### src/rtl/id_issue_stage_pkg.sv
// Shared opcode encoding, instruction field slicing and per-opcode decode tables
// for the ID/issue stage and the WB/hazard logic that must agree with it.
package id_issue_stage_pkg;

    localparam logic [15:0] DEFAULT_NOP_IR = 16'h0000;

    typedef enum logic [4:0] {
        OP_NOP   = 5'd0,  OP_HALT  = 5'd1,  OP_LOAD  = 5'd2,  OP_STORE = 5'd3,
        OP_ADD   = 5'd4,  OP_ADDI  = 5'd5,  OP_SUB   = 5'd6,  OP_SUBI  = 5'd7,
        OP_SHL   = 5'd8,  OP_SHR   = 5'd9,  OP_CAL   = 5'd10, OP_CAR   = 5'd11,
        OP_CMP   = 5'd12, OP_AND   = 5'd13, OP_OR    = 5'd14, OP_XOR   = 5'd15,
        OP_MOVI  = 5'd16, OP_ADDC  = 5'd17, OP_SUBC  = 5'd18, OP_JUMP  = 5'd24,
        OP_JZ    = 5'd26, OP_JNZ   = 5'd27, OP_JS    = 5'd28, OP_JNS   = 5'd29,
        OP_JC    = 5'd30, OP_JNC   = 5'd31
    } opcode_e;

    // Operand-source class: which register fields feed A/B/smdr and which immediate is used
    typedef enum logic [2:0] {
        SEL_NONE  = 3'd0, SEL_RR   = 3'd1, SEL_RD_I8 = 3'd2,
        SEL_Z_I8  = 3'd3, SEL_R1_I4 = 3'd4, SEL_STORE = 3'd5
    } sel_e;

    function automatic opcode_e op_of(input logic [15:0] ir);
        return opcode_e'(ir[15:11]);
    endfunction

    function automatic logic [2:0] rd_of(input logic [15:0] ir);
        return ir[10:8];
    endfunction

    function automatic logic [2:0] r1_of(input logic [15:0] ir);
        return ir[6:4];
    endfunction

    function automatic logic [2:0] r2_of(input logic [15:0] ir);
        return ir[2:0];
    endfunction

    function automatic logic [7:0] imm8_of(input logic [15:0] ir);
        return ir[7:0];
    endfunction

    function automatic logic [3:0] imm4_of(input logic [15:0] ir);
        return ir[3:0];
    endfunction

    function automatic logic writes_gr(input opcode_e op);
        case (op)
            OP_LOAD, OP_ADD, OP_ADDI, OP_MOVI, OP_ADDC, OP_SUB, OP_SUBI, OP_SUBC,
            OP_AND, OP_OR, OP_XOR, OP_SHL, OP_SHR, OP_CAL, OP_CAR: return 1'b1;
            default: return 1'b0;
        endcase
    endfunction

    function automatic sel_e sel_of(input opcode_e op);
        case (op)
            OP_ADD, OP_ADDC, OP_SUB, OP_SUBC, OP_CMP, OP_AND, OP_OR, OP_XOR: return SEL_RR;
            OP_ADDI, OP_SUBI, OP_JZ, OP_JNZ, OP_JS, OP_JNS, OP_JC, OP_JNC, OP_JUMP: return SEL_RD_I8;
            OP_MOVI: return SEL_Z_I8;
            OP_SHL, OP_SHR, OP_CAL, OP_CAR, OP_LOAD: return SEL_R1_I4;
            OP_STORE: return SEL_STORE;
            default: return SEL_NONE;
        endcase
    endfunction

endpackage

### src/rtl/id_issue_stage_if.sv
// ID/issue stage bus: decode input, forwarding sources, WB port and EX-side outputs.
interface id_issue_stage_if #(
    parameter int DATA_W = 16,
    parameter int REG_AW = 3
);
    logic              enable;
    logic [15:0]       id_ir;
    logic              flush;
    logic [DATA_W-1:0] ex_alu_o;
    logic              mem_we;
    logic [REG_AW-1:0] mem_rd;
    logic [DATA_W-1:0] mem_data;
    logic              wb_we;
    logic [REG_AW-1:0] wb_rd;
    logic [DATA_W-1:0] wb_data;
    logic [15:0]       ex_ir;
    logic [DATA_W-1:0] reg_A;
    logic [DATA_W-1:0] reg_B;
    logic [DATA_W-1:0] smdr;
    logic              stall;

    modport master (
        output enable, id_ir, flush, ex_alu_o, mem_we, mem_rd, mem_data, wb_we, wb_rd, wb_data,
        input  ex_ir, reg_A, reg_B, smdr, stall
    );

    modport slave (
        input  enable, id_ir, flush, ex_alu_o, mem_we, mem_rd, mem_data, wb_we, wb_rd, wb_data,
        output ex_ir, reg_A, reg_B, smdr, stall
    );
endinterface

### src/rtl/id_issue_stage_gr_file.sv
// General register file: three asynchronous read ports, one synchronous write port.
module gr_file #(
    parameter int DATA_W = 16,
    parameter int REG_AW = 3
) (
    input  logic              clock,
    input  logic              reset,
    input  logic              we,
    input  logic [REG_AW-1:0] waddr,
    input  logic [DATA_W-1:0] wdata,
    input  logic [REG_AW-1:0] raddr0,
    input  logic [REG_AW-1:0] raddr1,
    input  logic [REG_AW-1:0] raddr2,
    output logic [DATA_W-1:0] rdata0,
    output logic [DATA_W-1:0] rdata1,
    output logic [DATA_W-1:0] rdata2
);
    logic [DATA_W-1:0] regs_r [2**REG_AW];

    // Register storage: cleared on reset, written by WB
    always_ff @(posedge clock or posedge reset) begin
        if (reset) begin
            for (int i = 0; i < 2**REG_AW; i++) begin
                regs_r[i] <= {DATA_W{1'b0}};
            end
        end else if (we) begin
            regs_r[waddr] <= wdata;
        end
    end

    assign rdata0 = regs_r[raddr0];
    assign rdata1 = regs_r[raddr1];
    assign rdata2 = regs_r[raddr2];
endmodule

### src/rtl/id_issue_stage.sv
// Decode/operand-issue stage: GR file, operand select with EX/MEM/WB forwarding,
// load-use stall and flush bubble insertion, registered EX-side outputs.
module id_issue_stage
    import id_issue_stage_pkg::*;
#(
    parameter int          DATA_W = 16,
    parameter int          REG_AW = 3,
    parameter logic [15:0] NOP_IR = DEFAULT_NOP_IR
) (
    input logic            clock,
    input logic            reset,
    id_issue_stage_if.slave bus
);
    opcode_e           id_op_s, ex_op_s;
    sel_e              sel_s;
    logic [REG_AW-1:0] rd_s, r1_s, r2_s, ex_rd_s;
    logic [DATA_W-1:0] gr_r1_s, gr_r2_s, gr_rd_s;
    logic [DATA_W-1:0] fwd_r1_s, fwd_r2_s, fwd_rd_s;
    logic [DATA_W-1:0] imm8_s, imm4_s;
    logic [DATA_W-1:0] next_a_s, next_b_s, next_smdr_s;
    logic              use_r1_s, use_r2_s, use_rd_s;
    logic              ex_fwd_ok_s, hazard_s;
    logic [15:0]       ex_ir_r;
    logic [DATA_W-1:0] reg_a_r, reg_b_r, smdr_r;

    function automatic logic [DATA_W-1:0] fwd(
        input logic [REG_AW-1:0] idx,   input logic [DATA_W-1:0] gr_val,
        input logic ex_ok,              input logic [REG_AW-1:0] ex_rd, input logic [DATA_W-1:0] ex_val,
        input logic m_we,               input logic [REG_AW-1:0] m_rd,  input logic [DATA_W-1:0] m_val,
        input logic w_we,               input logic [REG_AW-1:0] w_rd,  input logic [DATA_W-1:0] w_val
    );
        if (ex_ok && ex_rd == idx)      return ex_val;
        else if (m_we && m_rd == idx)   return m_val;
        else if (w_we && w_rd == idx)   return w_val;
        else                            return gr_val;
    endfunction

    assign id_op_s = op_of(bus.id_ir);
    assign ex_op_s = op_of(ex_ir_r);
    assign sel_s   = sel_of(id_op_s);
    assign rd_s    = REG_AW'(rd_of(bus.id_ir));
    assign r1_s    = REG_AW'(r1_of(bus.id_ir));
    assign r2_s    = REG_AW'(r2_of(bus.id_ir));
    assign ex_rd_s = REG_AW'(rd_of(ex_ir_r));
    assign imm8_s  = DATA_W'(imm8_of(bus.id_ir));
    assign imm4_s  = DATA_W'(imm4_of(bus.id_ir));

    gr_file #(.DATA_W(DATA_W), .REG_AW(REG_AW)) gr (
        .clock  (clock),       .reset  (reset),
        .we     (bus.wb_we),   .waddr  (bus.wb_rd),   .wdata  (bus.wb_data),
        .raddr0 (r1_s),        .raddr1 (r2_s),        .raddr2 (rd_s),
        .rdata0 (gr_r1_s),     .rdata1 (gr_r2_s),     .rdata2 (gr_rd_s)
    );

    // A LOAD in EX has no result yet; its consumers are covered by the stall instead
    assign ex_fwd_ok_s = writes_gr(ex_op_s) && (ex_op_s != OP_LOAD);

    assign fwd_r1_s = fwd(r1_s, gr_r1_s, ex_fwd_ok_s, ex_rd_s, bus.ex_alu_o,
                          bus.mem_we, bus.mem_rd, bus.mem_data, bus.wb_we, bus.wb_rd, bus.wb_data);
    assign fwd_r2_s = fwd(r2_s, gr_r2_s, ex_fwd_ok_s, ex_rd_s, bus.ex_alu_o,
                          bus.mem_we, bus.mem_rd, bus.mem_data, bus.wb_we, bus.wb_rd, bus.wb_data);
    assign fwd_rd_s = fwd(rd_s, gr_rd_s, ex_fwd_ok_s, ex_rd_s, bus.ex_alu_o,
                          bus.mem_we, bus.mem_rd, bus.mem_data, bus.wb_we, bus.wb_rd, bus.wb_data);

    // Operand selection and source-usage flags per operand class
    always_comb begin
        next_a_s    = {DATA_W{1'b0}};
        next_b_s    = {DATA_W{1'b0}};
        next_smdr_s = {DATA_W{1'b0}};
        use_r1_s    = 1'b0;
        use_r2_s    = 1'b0;
        use_rd_s    = 1'b0;
        case (sel_s)
            SEL_RR: begin
                next_a_s = fwd_r1_s;  next_b_s = fwd_r2_s;
                use_r1_s = 1'b1;      use_r2_s = 1'b1;
            end
            SEL_RD_I8: begin
                next_a_s = fwd_rd_s;  next_b_s = imm8_s;  use_rd_s = 1'b1;
            end
            SEL_Z_I8: begin
                next_b_s = imm8_s;
            end
            SEL_R1_I4: begin
                next_a_s = fwd_r1_s;  next_b_s = imm4_s;  use_r1_s = 1'b1;
            end
            SEL_STORE: begin
                next_a_s = fwd_r1_s;  next_b_s = imm4_s;  next_smdr_s = fwd_rd_s;
                use_r1_s = 1'b1;      use_rd_s = 1'b1;
            end
            default: begin
                next_a_s = {DATA_W{1'b0}};
            end
        endcase
    end

    assign hazard_s  = (ex_op_s == OP_LOAD) &&
                       ((use_r1_s && ex_rd_s == r1_s) ||
                        (use_r2_s && ex_rd_s == r2_s) ||
                        (use_rd_s && ex_rd_s == rd_s));
    assign bus.stall = hazard_s && !bus.flush;

    // EX-side pipeline registers: flush and stall both inject a bubble
    always_ff @(posedge clock or posedge reset) begin
        if (reset) begin
            ex_ir_r <= NOP_IR;
            reg_a_r <= {DATA_W{1'b0}};
            reg_b_r <= {DATA_W{1'b0}};
            smdr_r  <= {DATA_W{1'b0}};
        end else if (bus.enable) begin
            if (bus.flush || hazard_s) begin
                ex_ir_r <= NOP_IR;
                reg_a_r <= {DATA_W{1'b0}};
                reg_b_r <= {DATA_W{1'b0}};
                smdr_r  <= {DATA_W{1'b0}};
            end else begin
                ex_ir_r <= bus.id_ir;
                reg_a_r <= next_a_s;
                reg_b_r <= next_b_s;
                smdr_r  <= next_smdr_s;
            end
        end
    end

    assign bus.ex_ir = ex_ir_r;
    assign bus.reg_A = reg_a_r;
    assign bus.reg_B = reg_b_r;
    assign bus.smdr  = smdr_r;
endmodule
### src/flat_wrapper.sv
// flat-port wrapper written by rule: the top's interface ports become plain ports
module id_issue_stage_flat import id_issue_stage_pkg::*;
#(
    parameter int          DATA_W = 16,
    parameter int          REG_AW = 3,
    parameter logic [15:0] NOP_IR = DEFAULT_NOP_IR
)
  (clock, reset, bus_enable, bus_id_ir, bus_flush, bus_ex_alu_o, bus_mem_we, bus_mem_rd, bus_mem_data, bus_wb_we, bus_wb_rd, bus_wb_data, bus_ex_ir, bus_reg_A, bus_reg_B, bus_smdr, bus_stall);
  id_issue_stage_if #(.DATA_W(DATA_W), .REG_AW(REG_AW)) bus_i ();
  input logic clock;
  input logic reset;
  input wire logic [$bits(bus_i.enable)-1:0] bus_enable;
  input wire logic [$bits(bus_i.id_ir)-1:0] bus_id_ir;
  input wire logic [$bits(bus_i.flush)-1:0] bus_flush;
  input wire logic [$bits(bus_i.ex_alu_o)-1:0] bus_ex_alu_o;
  input wire logic [$bits(bus_i.mem_we)-1:0] bus_mem_we;
  input wire logic [$bits(bus_i.mem_rd)-1:0] bus_mem_rd;
  input wire logic [$bits(bus_i.mem_data)-1:0] bus_mem_data;
  input wire logic [$bits(bus_i.wb_we)-1:0] bus_wb_we;
  input wire logic [$bits(bus_i.wb_rd)-1:0] bus_wb_rd;
  input wire logic [$bits(bus_i.wb_data)-1:0] bus_wb_data;
  output wire logic [$bits(bus_i.ex_ir)-1:0] bus_ex_ir;
  output wire logic [$bits(bus_i.reg_A)-1:0] bus_reg_A;
  output wire logic [$bits(bus_i.reg_B)-1:0] bus_reg_B;
  output wire logic [$bits(bus_i.smdr)-1:0] bus_smdr;
  output wire logic [$bits(bus_i.stall)-1:0] bus_stall;
  assign bus_i.enable = bus_enable;
  assign bus_i.id_ir = bus_id_ir;
  assign bus_i.flush = bus_flush;
  assign bus_i.ex_alu_o = bus_ex_alu_o;
  assign bus_i.mem_we = bus_mem_we;
  assign bus_i.mem_rd = bus_mem_rd;
  assign bus_i.mem_data = bus_mem_data;
  assign bus_i.wb_we = bus_wb_we;
  assign bus_i.wb_rd = bus_wb_rd;
  assign bus_i.wb_data = bus_wb_data;
  assign bus_ex_ir = bus_i.ex_ir;
  assign bus_reg_A = bus_i.reg_A;
  assign bus_reg_B = bus_i.reg_B;
  assign bus_smdr = bus_i.smdr;
  assign bus_stall = bus_i.stall;
  id_issue_stage #(.DATA_W(DATA_W), .REG_AW(REG_AW), .NOP_IR(NOP_IR)) u_core (.clock(clock), .reset(reset), .bus(bus_i));
endmodule
### config.mk
export PLATFORM = sky130hd
export DESIGN_NAME = id_issue_stage_flat
export DESIGN_NICKNAME = d
export VERILOG_FILES = /design/src/rtl/id_issue_stage_pkg.sv /design/src/rtl/id_issue_stage_if.sv /design/src/rtl/id_issue_stage_gr_file.sv /design/src/rtl/id_issue_stage.sv /design/src/flat_wrapper.sv
export SDC_FILE = /design/constraint.sdc
export NUM_CORES = 1
export LEC_CHECK = 0
export BUFFER_PORTS_ARGS = -buffer_cell sky130_fd_sc_hd__buf_4
export CORE_AREA = 10 10 211 213
export CTS_CLUSTER_DIAMETER = 30
export DETAILED_ROUTE_END_ITERATION = 10
export DIE_AREA = 0 0 221 223
export GPL_TIMING_DRIVEN = 0
export PLACE_DENSITY = 0.53
export SETUP_SLACK_MARGIN = 0.05
export SLEW_MARGIN = 20
export SYNTH_ARGS = -nofsm -noshare
export SYNTH_HDL_FRONTEND = slang
export SYNTH_SLANG_ARGS = --single-unit
### constraint.sdc
create_clock -name clock -period 7 [get_ports clock]
set_clock_uncertainty 0.2 [all_clocks]
set_input_delay 0.35 -clock clock [delete_from_list [all_inputs] [get_ports clock]]
set_output_delay 0.35 -clock clock [all_outputs]
set_load 0.005 [all_outputs]
======== After elaboration in Yosys (flattened, before gate mapping) ========
Memories as Yosys holds them, arrays and structs flattened.
Index checks and enable logic that the tools add are counted.
cells by class
  $lt $le $gt $ge ......................... 5
  equal/unequal tests ..................... 16
  multiplexer cells ....................... 31
  bitwise gates (word level) .............. 4
  reductions and logical operators ........ 24
operator list
  cell                                                                           number
  16-bit two-way mux                                                             21
  16-bit binary-select mux with 3-bit select                                     3
  128-bit bitwise mux                                                            1
  16-bit demux with 3-bit select                                                 1
  16-bit case mux with 3 select lines                                            1
  16-bit case mux with 2 select lines                                            1
  3-bit == test                                                                  9
  4-bit >= comparator (second input constant)                                    4
  1-bit logical AND                                                              16
  3-bit inverter with 4-bit output                                               4
  3-bit by 2-bit == test with 1-bit output (second input constant)               2
  3-bit == test (second input constant)                                          2
  2-bit OR reduction                                                             3
  5-bit by 2-bit == test with 1-bit output (second input constant)               1
  5-bit by 2-bit inequality test with 1-bit output (second input constant)       1
  4-bit by 1-bit less-than comparator with 1-bit output (second input constant)  1
  3-bit by 1-bit == test with 1-bit output (second input constant)               1
  1-bit logical OR                                                               3
  1-bit two-way mux                                                              3
  3-bit OR reduction                                                             1
  1-bit logical NOT                                                              1
word-level totals
  register bits after elaboration ......... 192
  memory bits (read-only) ................. 128
  input bits .............................. 76
  memories ................................ 2
memory list
  memory            words  width  read ports  clocked after memory_dff  write ports  line                      RTL
  (name not given)  32     3      1           0                         0            id_issue_stage_pkg.sv:56  case (op)
  (name not given)  32     1      1           0                         0            id_issue_stage_pkg.sv:48  case (op)

======== Longest topological paths before layout ========
Gate-level depths: netlist (run 1).
An unclocked memory read counts as a cell.
  depth in word-level cells ............... 10
  depth in mapped cells ................... 10

======== Modules after synthesis ========
A second synthesis (run 1) with hierarchy kept.
unflattened totals
  cells, all modules ...................... 1002
  area total of the unflattened synthesis .. 13280.2 sq um
modules (own cells, without submodules)
  module          instances  cells an instance  area each (sq um)  sequential area each (sq um)
  gr_file         1          454                8257.9             3203.1
  id_issue_stage  1          548                5022.3             1601.5

======== Least setup slack after synthesis (run 1) ========
OpenSTA, ideal clock, no wires.
  path kind ............................... input port to flip-flop
  start point ............................. input port bus_id_ir[8]
  end point ............................... register u_core.reg_a_r[11], in the netlist u_core.bus.reg_A[11]
  arrival ................................. 2.199 ns
  data required time ...................... 6.679 ns
  slack ................................... 4.480 ns
  stages .................................. 8
  cells stage by stage .................... buf_2 -> buf_2 -> mux4_2 -> mux2i_1 -> a21oi_1 -> a221oi_1 -> o21ai_0 -> a22o_1
on the way
  word-level cells in the longest chain between the ends .. 9
RTL lines
  element                                                 line                          RTL
  start, declared                                         flat_wrapper.sv:13            input wire logic [$bits(bus_i.id_ir)-1:0] bus_id_ir;
  3-bit inverter with 4-bit output (implied by the code)  id_issue_stage_gr_file.sv:33  assign rdata2 = regs_r[raddr2];
  16-bit binary-select mux with 3-bit select              id_issue_stage_gr_file.sv:33
  16-bit two-way mux (implied by the code) (2 in series)  id_issue_stage_gr_file.sv:33
  16-bit two-way mux                                      id_issue_stage.sv:34          else if (w_we && w_rd == idx) return w_val;
  16-bit two-way mux                                      id_issue_stage.sv:33          else if (m_we && m_rd == idx) return m_val;
  16-bit two-way mux                                      id_issue_stage.sv:32          if (ex_ok && ex_rd == idx) return ex_val;
  16-bit case mux with 2 select lines                     id_issue_stage.sv:73          case (sel_s)
  16-bit two-way mux (*)                                  id_issue_stage.sv:111         if (bus.flush || hazard_s) begin
  end signal, assigned                                    id_issue_stage.sv:107         reg_a_r <= {DATA_W{1'b0}};
  end signal, assigned                                    id_issue_stage.sv:113         reg_a_r <= {DATA_W{1'b0}};
  end signal, assigned                                    id_issue_stage.sv:118         reg_a_r <= next_a_s;
  end, declared                                           id_issue_stage.sv:24          logic [DATA_W-1:0] reg_a_r, reg_b_r, smdr_r;
Mark *: on every way between the ends. The rest lies on a longest branch, timed or not. The select of a mux whose other input is x is not followed.
A chain may end at the register's enable or synchronous reset.

======== Worst setup path after layout (run 1) ========
  start point ............................. input port bus_id_ir[1]
  end point ............................... register u_core.reg_b_r[10], in the netlist u_core.bus.reg_B[10]
on the way
  word-level cells in the longest chain between the ends .. 9
RTL lines
  element                                                 line                          RTL
  3-bit inverter with 4-bit output (implied by the code)  id_issue_stage_gr_file.sv:32  assign rdata1 = regs_r[raddr1];
  16-bit binary-select mux with 3-bit select              id_issue_stage_gr_file.sv:32
  16-bit two-way mux (implied by the code) (2 in series)  id_issue_stage_gr_file.sv:32
  16-bit two-way mux                                      id_issue_stage.sv:34
  16-bit two-way mux                                      id_issue_stage.sv:33
  16-bit two-way mux                                      id_issue_stage.sv:32
  16-bit case mux with 3 select lines                     id_issue_stage.sv:73
  16-bit two-way mux (*)                                  id_issue_stage.sv:111
  end signal, assigned                                    id_issue_stage.sv:108         reg_b_r <= {DATA_W{1'b0}};
  end signal, assigned                                    id_issue_stage.sv:114         reg_b_r <= {DATA_W{1'b0}};
  end signal, assigned                                    id_issue_stage.sv:119         reg_b_r <= next_b_s;
  end, declared                                           id_issue_stage.sv:24
Marked as above.

==> summary.md, run 1 <==
| Metric | Value |
|---|---|
| Ant diodes | `0` |
| Via count | `9,553` |
| Reg clk slew, reported paths | `0.07 ns` |
| RSZ-0062 raised after global routing | `no` |
| GRT Overall Usage | `17.1%` |
| Least-Margin Pin Slew | `1.12 ns` |
| Syn. warnings | `0` |
| Share of the synthesized area in the top cell type | `40.2%` |
| Tcrit/Tclk final | `43.4%` |
| Final Util | `35.3%` |
| Yosys cell types | `50` |
| Vias/cell | `5.62` |
| Crit Path Class | `input port to flip-flop` |
| Final Critical Period | `3.04 ns` |
| Largest net degree at the start of global routing | `99` |
| Gp weighted congestion | `0.921` |
| Final WL | `43.4 mm` |
| H-tree depth | `4` |
| Die ar. | `0.0493 mm2` |
| Crit end category | `flip-flop` |
| CTS resizes | `0` |
| Max Fclk | `329 MHz` |
| DIE WIDTH | `221 um` |
| WP data arrival | `3.16 ns` |
| Vias in the first global route | `9,738` |
| Final setup viols | `0` |
| Post-synthesis sequential area ratio | `40.2%` |
| Worst skew pair latency | `0.45 ns` |
| Critical Path RT | `7.12 ns` |
| Most frequent cells in the layout | `dfrtp_1 (192), buf_4 (132), mux2_2 (128), mux4_2 (96), nand2_1 (88)` |
| Initial antenna violation count | `1` |
| Mapped Cells | `1,003` |
| Total core area | `0.0404 mm2` |
| DR WL/cell | `25.5 um` |
| Setup TNS | `0 ns` |
| Routed Antenna Nets | `0` |
| Synth Flop Type | `dfrtp_1` |
| Outcome | `finished clean` |
| Hold slack | `0.0355 ns` |
| Crit Path Max Fanout | `10` |
| Final nets | `1,233` |
| Yosys top cell by area | `dfrtp_1` |
| Syn_area_per_cell | `11.9 um2` |
| Relative slew slack | `25.5%` |
| Setup bufs post-CTS | `0` |
| Ys async rst share | `100%` |
| Max VDD drop | `0.000154 V` |
| Critical Path Start Type | `input port` |
| CTS Sinks | `192` |
| I/O pins | `141` |
| Synth area leaders | `dfrtp_1 (40%), mux4_2 (18%), mux2_2 (12%)` |
| HPWL after DPL | `32.6 mm` |
| Synth Net Count | `1,079` |
| Layout cells sized above 1 | `36.8%` |
| Starting DRT DRC Count | `1,006` |
| Rows | `74` |
| Hold buffer count at cts | `4` |
| Lkg Pwr | `5.98 nW` |
| Worst Hold Class | `input port to flip-flop` |
| Max cap viols | `0` |
| Root Driver | `clkbuf_16` |
| Overall power | `3.48 mW` |
| Gr ovfl total | `0` |
| Worst-case clock buffer depth | `2` |
| Number of synthesized flops with an enable pin | `0` |
| Synthesized area | `0.0120 mm2` |
| Final Worst Setup Slack | `3.96 ns` |
| CTS Buf Count | `17` |
| Reg2reg setup slack | `4.08 ns` |
| DRC viols | `0` |
| Pre-antenna DRT Iters | `7` |
| Pre-CTS setup slack | `3.47 ns` |
| Synth Register Bits | `192` |
| Power Density | `245 mW/mm2` |
| CTS tree | `built` |
| Max Transition Viols Final | `0` |
| First-pass GRT wire length | `64.7 mm` |
| Commonest non-fill, non-tap cell in the layout | `dfrtp_1` |
| Initial core utilization | `29.6%` |
| Port Buf Inserts | `128` |
| Final hold vios | `0` |
| Layout area overhead | `19.0%` |
| Die Y | `223 um` |
-- critical path, cell delays in order --
cell,delay (ns)
buf_2,0.30
buf_1,0.55
clkbuf_1,0.80
mux4_2,0.41
mux2i_1,0.24
a21oi_1,0.13
o22ai_1,0.26
o2bb2ai_1,0.10
-- registers in the layout (all words and copies together) (netlist names) --
signal            flops
u_core.bus.smdr      16
u_core.bus.ex_ir     16
u_core.bus.reg_B     16
u_core.gr.regs_r    128
u_core.bus.reg_A     16
-- cell usage after synthesis, types with 2 or more instances --
master and instances:
and4_1 3, nor2_1 41, o221ai_1 16, a22o_1 30
buf_1 3, nand3_1 6, a221o_1 4, and3_1 3
inv_1 7, a21oi_1 48, nand4b_1 3, buf_4 2
nor3b_2 3, o22ai_1 9, a221oi_1 15, nand2b_1 3
nand2_1 88, clkbuf_1 64, nor3_1 4, o2bb2ai_1 28
a21o_1 2, nand4_1 6, a31oi_1 9, mux2i_1 48
xnor2_1 25, xor2_1 3, or3b_1 2, dfrtp_1 192
buf_2 35, o21ai_0 44, o21ai_1 8, o211ai_1 8
nor2b_1 2, mux4_2 96, mux2_2 128
-- path summary, 6_finish.rpt --
kind / startpoint / to / cells past startpoint
max reg2reg: u_core.bus.ex_ir[9] / u_core.bus.reg_A[4] / 8
max in group asynchronous: reset / u_core.gr.regs_r[109] / 4
min: bus_ex_alu_o[14] / u_core.bus.reg_B[14] / 3
min reg2reg: u_core.bus.smdr[3] / u_core.bus.smdr[3] / 1
min in group asynchronous: reset / u_core.bus.smdr[3] / 3
max: bus_id_ir[1] / u_core.bus.reg_B[10] / 8
-- stage by stage --
| stage | std cells | cell area [um2] |
|---|---|---|
| 4_1_cts | 1701 | 14200 |
| 3_3_place_gp | 1663 | 13600 |
| 2_1_floorplan | 1003 | 12000 |
| 5_1_grt | 1701 | 14200 |
| 3_5_place_dp | 1666 | 13700 |
| 6_report | 1701 | 14200 |
-- routing by layer --
metal	GRT usage [%]	wire length [um]	up-vias
met2	29.3	21600	359
li1	-	-	4181
met5	0	8	-
met4	6.98	1470	2
met3	2.59	2280	82
met1	21.2	18100	4929
-- final cells by class --
class / count / area [um2]
fillers: 4023 / 26100
multi-input cells: 698 / 6690
flip-flops and latches: 192 / 4800
repair buffers: 135 / 1040
well taps: 532 / 666
plain buffers: 105 / 453
clock buffers: 20 / 437
clock inverters: 11 / 109
inverters: 8 / 37.5
-- logic make-up (layout without fill, tap and decap cells) --
group,after synthesis,in the layout,share of synthesized area [%]
xor+xnor,28,28,2.05
simple gates,170,170,6.48
flops,192,192,40.2
compound gates,228,228,13.2
mux,272,272,34.1
buf+inv,113,279,4.04
-- report_power, final --
group	internal, mW	switching, mW	leakage (nW)	total, mW
combinational	0.575	0.476	3.32	1.05
clock	0.493	0.450	0.265	0.943
sequential	1.30	0.185	2.40	1.49
total	2.37	1.11	5.98	3.48
(Power assumes the default switching activity.)
==> run 2: changes to the inputs <==
ABC_AREA = 1   (was default)
CORE_AREA = 10 10 220 222   (was 10 10 211 213)
DIE_AREA = 0 0 230 232   (was 0 0 221 223)
PLACE_DENSITY = 0.55   (was 0.53)
clock period = 2.6 ns   (was 7 ns; I/O delays follow)
==> summary.md, run 2 <==
| Metric | Value |
|---|---|
| Mapped Cells | `2,033` |
| Max VDD drop | `0.000410 V` |
| Synth Net Count | `2,109` |
| Tcrit/Tclk final | `96.1%` |
| CTS Buf Count | `17` |
| Worst skew pair latency | `0.50 ns` |
| Most common cell in the netlist | `nand2_1` |
| Syn_area_per_cell | `6.39 um2` |
| Reg clk slew, reported paths | `0.08 ns` |
| RR Startpoint | `u_core.bus.ex_ir[8]` |
| Crit path top cell by count | `nand2_1` |
| Crit Path Class | `input port to flip-flop` |
| Hold-critical path endpoint | `u_core.gr.regs_r[46]` |
| Power Density | `593 mW/mm2` |
| Worst Hold Class | `input port to flip-flop` |
| Switching part of the total | `39.4%` |
| Synth Flop Type | `dfrtp_1` |
| Critical Path RT | `2.78 ns` |
| HPWL after DPL | `51.1 mm` |
| DIE WIDTH | `230 um` |
| Combinational Power Share | `28.8%` |
| Yosys top cell by area | `dfrtp_1` |
| Yosys cell types | `32` |
| Max Transition Viols Final | `0` |
| Total core area | `0.0439 mm2` |
| I/O pins | `141` |
| Gr ovfl total | `0` |
| Max cap viols | `0` |
| Layout cells sized above 1 | `12.0%` |
| Synth Register Bits | `192` |
| Worst-case clock buffer depth | `2` |
| Clk network pwr share | `30.1%` |
| Final hold vios | `0` |
| WP data arrival | `2.68 ns` |
| Final nets | `2,337` |
| Crit Path Max Fanout | `10` |
| Reg2reg setup slack | `0.19 ns` |
| Hold Crit Start | `bus_wb_rd[0]` |
| Fillers | `4,786` |
| Relative slew slack | `36.6%` |
| Sw power | `3.78 mW` |
| Max reg flops | `128` |
| Final WL | `65.8 mm` |
| Port Buf Inserts | `137` |
| Worst Reg-to-Reg Cells | `10` |
| First-pass GRT wire length | `96.7 mm` |
| Die ar. | `0.0534 mm2` |
| Layout area overhead | `24.8%` |
| GRT Overall Usage | `24.1%` |
| Initial antenna violation count | `0` |
| Max incr delay on CP | `0.55 ns` |
| H-tree depth | `4` |
| Largest net degree at the start of global routing | `35` |
| Least-Margin Pin Slew | `0.950 ns` |
| Most frequent cells in the layout | `nand2_1 (708), nand3_1 (398), o21ai_0 (215), dfrtp_1 (192), buf_4 (147)` |
| Share of the synthesized area in the top cell type | `37.0%` |
| Pre-antenna DRT Iters | `6` |
| DRC viols | `0` |
| Sequential share of power | `41.1%` |
| Rows | `77` |
| CTS tree | `built` |
| Reg-to-reg endpoint | `u_core.bus.reg_A[2]` |
| Final setup viols | `0` |
| Ys async rst share | `100%` |
| Lkg Pwr | `7.91 nW` |
| Setup TNS | `0 ns` |
| CP max stage cell | `dlygate4sd3_1` |
| Commonest non-fill, non-tap cell in the layout | `nand2_1` |
| Int Power | `5.83 mW` |
| Initial core utilization | `29.6%` |
| Post-synthesis sequential area ratio | `37.0%` |
| Syn. warnings | `0` |
| Via count | `15,602` |
| Post-synth top cells | `nand2_1 (709), nand3_1 (400), o21ai_0 (215)` |
| CTS Sinks | `192` |
| Root Driver | `clkbuf_16` |
| Die Y | `232 um` |
| Final Critical Period | `2.50 ns` |
| DR WL/cell | `23.0 um` |
| RSZ-0062 raised after global routing | `yes` |
| Crit end category | `flip-flop` |
| Vias in the first global route | `14,844` |
| Critical Path Start Type | `input port` |
| Outcome | `finished clean` |
| Gp weighted congestion | `0.986` |
| Routed Antenna Nets | `0` |
| Hold path depth | `6` |
| Number of synthesized flops with an enable pin | `0` |
| Synth area leaders | `dfrtp_1 (37%), nand2_1 (20%), nand3_1 (15%)` |
| Largest Register | `u_core.gr.regs_r` |
| Synthesized area | `0.0130 mm2` |
| Max Fclk | `400 MHz` |
| Starting DRT DRC Count | `1,770` |
| Overall power | `9.61 mW` |
| Crit path cell chain | `buf_4 > dlygate4sd3_1 > buf_4 > nand2_1 > o21ai_0 > nor2_2 > nand2_2 > buf_2 > o211ai_1 > nand2_1 > nand2_1 > nand2_1 > nand2_1 > nand2_1` |
| Vias/cell | `5.44` |
## run 2: layout make-up
class / count / area (um2) / area share (%)
multi-input combinational: 1565 / 7090 / 43.7
sequential: 192 / 4800 / 29.6
timing repair buffer: 209 / 1820 / 11.2
tap: 592 / 741 / 4.57
buffer: 138 / 623 / 3.84
inverter: 138 / 522 / 3.22
clock buffer: 18 / 439 / 2.71
clock inverter: 14 / 170 / 1.05
antenna: 1 / 2.50 / 0.0154
## run 2: stage by stage
| stage | setup slack [ns] | util, % | cell area (um2) | hold slack, ns | cells |
|---|---|---|---|---|---|
| 6_report | 0.102 | 36.9 | 16200 | 0.0596 | 2867 |
| 5_1_grt | 0.00122 | 36.9 | 16200 | 0.124 | 2866 |
| 4_1_cts | 0.0622 | 36.8 | 16100 | 0.0498 | 2863 |
| 3_5_place_dp | -0.0309 | 34.0 | 14900 | -0.0974 | 2769 |
| 3_3_place_gp | -1.60 | 33.6 | 14800 | 0.147 | 2762 |
| 2_1_floorplan | -0.206 | - | 13000 | 0.0396 | 2033 |
## run 2: timing repair
item | in CTS | in global routing
buffers inserted | 0 | 3
hold buffers | 62 | 0
gates resized for setup | 0 | 15
hold endpoints to repair | 286 | 0
endpoints found under the setup margin | 0 | 26
## run 2: worst max-delay path by stage
| stage | startpoint | endpoint | slack, ns | cells after the start |
|---|---|---|---|---|
| after floorplan | reset | u_core.bus.ex_ir[0] | -0.21 | 1 |
| after global placement | reset | u_core.bus.smdr[7] | -1.60 | 2 |
| after detailed placement | bus_id_ir[1] | u_core.bus.reg_B[0] | -0.03 | 12 |
| after CTS | bus_id_ir[1] | u_core.bus.reg_B[0] | 0.06 | 14 |
| after global routing | bus_id_ir[1] | u_core.bus.reg_B[0] | 0.001 | 14 |
| final | bus_id_ir[1] | u_core.bus.reg_B[0] | 0.10 | 14 |
## run 2: critical path: cells and delay by family
kind	cells	cell delay, ns
compound gates	2	0.34
buf+inv	4	1.13
simple gates	8	1.07
## run 2: kinds of logic (layout without fill, tap and decap cells)
family / after synthesis / in the layout / share of synthesized area (%)
flip-flops: 192 / 192 / 37.0
buffers and inverters: 276 / 517 / 8.67
AND/OR/NAND/NOR: 1208 / 1208 / 39.8
AO/OA/AOI/OAI: 344 / 344 / 13.7
XOR/XNOR: 13 / 13 / 0.876
other: 0 / 1 / 0
## run 2: power by group through the flow
| stage | clock network (mW) | logic [mW] | registers (mW) |
|---|---|---|---|
| 3_5_place_dp | 0 | 2.62 | 3.99 |
| 5_1_grt | 3.00 | 3.07 | 4.00 |
| 6_report | 2.89 | 2.77 | 3.95 |
| 2_1_floorplan | 0 | 1.62 | 3.80 |
| 3_3_place_gp | 0 | 2.57 | 3.98 |
| 4_1_cts | 2.91 | 2.71 | 3.93 |
## run 2: layer usage
layer  track usage, %  share of wire (%)
met5                0                  0
met4             10.1                3.6
met3             4.47                8.6
met2             37.9                 45
met1             32.1                 43
==> run 3: changes to the inputs <==
clock period = 2.2 ns   (was 2.6 ns; I/O delays follow)
==> summary.md, run 3 (synthesized netlist as in run 2, its figures left out) <==
| Metric | Value |
|---|---|
| Least-Margin Pin Slew | `0.940 ns` |
| Largest Register | `u_core.gr.regs_r` |
| Root Driver | `clkbuf_16` |
| Critical path's top delay family | `simple AND/OR/NAND/NOR gates` |
| CTS Sinks | `192` |
| Largest net degree at the start of global routing | `35` |
| Gr ovfl total | `0` |
| Most frequent cells in the layout | `nand2_1 (701), nand3_1 (396), o21ai_0 (211), dfrtp_1 (188), buf_4 (156)` |
| Layout area overhead | `26.2%` |
| Initial core utilization | `29.6%` |
| Max Fclk | `454 MHz` |
| First-pass GRT wire length | `96.9 mm` |
| Crit Path Class | `flip-flop to output pin` |
| Ant diodes | `0` |
| Worst Hold Class | `input port to flip-flop` |
| Critical Path RT | `1.89 ns` |
| Pre-antenna DRT Iters | `6` |
| Via count | `15,679` |
| Worst skew pair latency | `0.50 ns` |
| GRT Overall Usage | `24.2%` |
| WP data arrival | `1.89 ns` |
| Crit path cell chain | `xor2_1 > nor3_2 > buf_4 > nand2_2 > nand3_2 > nand2_2 > nor2_1 > buf_4` |
| Final instance area | `0.0164 mm2` |
| CTS Buf Count | `17` |
| Dpl cell area | `0.0149 mm2` |
| CP max stage cell | `dfrtp_2` |
| I/O pins | `141` |
| Reg2reg setup slack | `0.02 ns` |
| Max incr delay on CP | `0.46 ns` |
| Port Buf Inserts | `137` |
| Final hold vios | `0` |
| Vias in the first global route | `14,863` |
| Worst-case clock buffer depth | `2` |
| Commonest non-fill, non-tap cell in the layout | `nand2_1` |
| Relative slew slack | `37.3%` |
| Hold slack | `0.00751 ns` |
| Reg-to-reg endpoint | `u_core.bus.reg_A[4]` |
| Max VDD drop | `0.000483 V` |
| Final nets | `2,347` |
| Die Y | `232 um` |
| Tcrit/Tclk final | `100%` |
| Critical Path Start Type | `flip-flop` |
| Pre-CTS setup slack | `-0.411 ns` |
| Max cap viols | `0` |
| Final Util | `37.3%` |
| Buf/Inv on CP | `2` |
| H-tree depth | `4` |
| Final WL | `66.0 mm` |
| Initial antenna violation count | `0` |
| Layout cells sized above 1 | `13.2%` |
| Die ar. | `0.0534 mm2` |
| Routed Antenna Nets | `0` |
| CP endpoint | `bus_stall` |
| Crit Path Max Fanout | `4` |
| Lkg Pwr | `7.97 nW` |
| Crit end category | `output pin` |
| RSZ-0062 raised after global routing | `yes` |
| Max reg flops | `128` |
| Rows | `77` |
| Vias/cell | `5.45` |
| RR Startpoint | `u_core.bus.ex_ir[11]` |
| HPWL after DPL | `51.1 mm` |
| DRC viols | `0` |
| Worst Reg-to-Reg Cells | `10` |
| Starting DRT DRC Count | `1,826` |
| Final setup viols | `1` |
| Outcome | `finished, violations left` |
| DIE WIDTH | `230 um` |
| Crit. path cell count | `8` |
| Final Critical Period | `2.20 ns` |
| DR WL/cell | `22.9 um` |
| Max Transition Viols Final | `0` |
| Total core area | `0.0439 mm2` |
| Gp weighted congestion | `0.986` |
| CP Launch Point | `u_core.bus.ex_ir[10]` |
| Final Worst Setup Slack | `-0.00210 ns` |
| Reg clk slew, reported paths | `0.08 ns` |
| CTS tree | `built` |
| Failing checks | `negative setup slack` |
| Power Density | `696 mW/mm2` |
[run 3: cell count changes in the layout (fill, tap and decap cells not counted), moves of 5 or more]
cell / previous run / this run
nor2_1: 62 / 56
buf_6: 3 / 8
buf_4: 147 / 156
nand2_2: 11 / 18
nor2_2: 5 / 10
nand2_1: 708 / 701
[run 3: worst reg2reg max path, stage by stage (launching register included)]
cell and delay [ns]:
dfrtp_2 0.45, nor2_2 0.18, nand2_1 0.11, nand3_4 0.14
nand3_4 0.17, buf_4 0.19, or2_2 0.28, nand3_1 0.11
nand2_2 0.12, nand2_1 0.09, nand2_1 0.05
[run 3: worst min-delay path by stage]
stage / endpoint / from / slack (ns) / cells past startpoint
6_report: u_core.bus.reg_B[7] / bus_id_ir[11] / 0.008 / 7
5_1_grt: u_core.bus.reg_B[6] / bus_id_ir[11] / 0.09 / 7
4_1_cts: u_core.bus.reg_B[7] / bus_id_ir[11] / 0.004 / 7
3_5_place_dp: u_core.gr.regs_r[93] / reset / -0.12 / 2
3_3_place_gp: u_core.gr.regs_r[14] / bus_wb_data[14] / 0.13 / 3
2_1_floorplan: u_core.bus.ex_ir[11] / bus_id_ir[11] / 0.02 / 2
[run 3: routing by layer]
metal  share of wire [%]  track usage, %
met5                   0               0
met4                 3.7            10.1
met3                 8.7            4.14
met2                  45            37.9
met1                  43            32.5
[run 3: timing repair]
action                                 4_1_cts  5_1_grt
endpoints found under the hold margin      291        0
resized for setup                           23       31
hold buffers                                63        0
setup buffers                                5        7
pin swaps                                    3        5
setup endpoints to repair                   49       42
[run 3: power by group]
part           switching [mW]  internal (mW)
Sequential              0.610           4.06
Clock                    1.74           1.66
Combinational            2.14           1.21
Total                    4.49           6.93
[run 3: layout make-up]
| type | count | area [um2] |
|---|---|---|
| Sequential cell | 192 | 4810 |
| Fill cell | 4771 | 27500 |
| Timing Repair Buffer | 219 | 1900 |
| Buffer | 138 | 664 |
| Inverter | 138 | 526 |
| Tap cell | 592 | 741 |
| Clock inverter | 14 | 170 |
| Multi-Input combinational cell | 1565 | 7160 |
| Clock buffer | 18 | 439 |
[run 3: metrics by stage]
step | setup TNS (ns) | total power, mW | cells
2_1_floorplan | -112.60 | 6.41 | 2033
3_3_place_gp | -387.10 | 7.74 | 2762
3_5_place_dp | -10.43 | 7.81 | 2769
4_1_cts | 0 | 11.3 | 2869
5_1_grt | -0.299 | 12.0 | 2876
6_report | -0.00210 | 11.4 | 2876
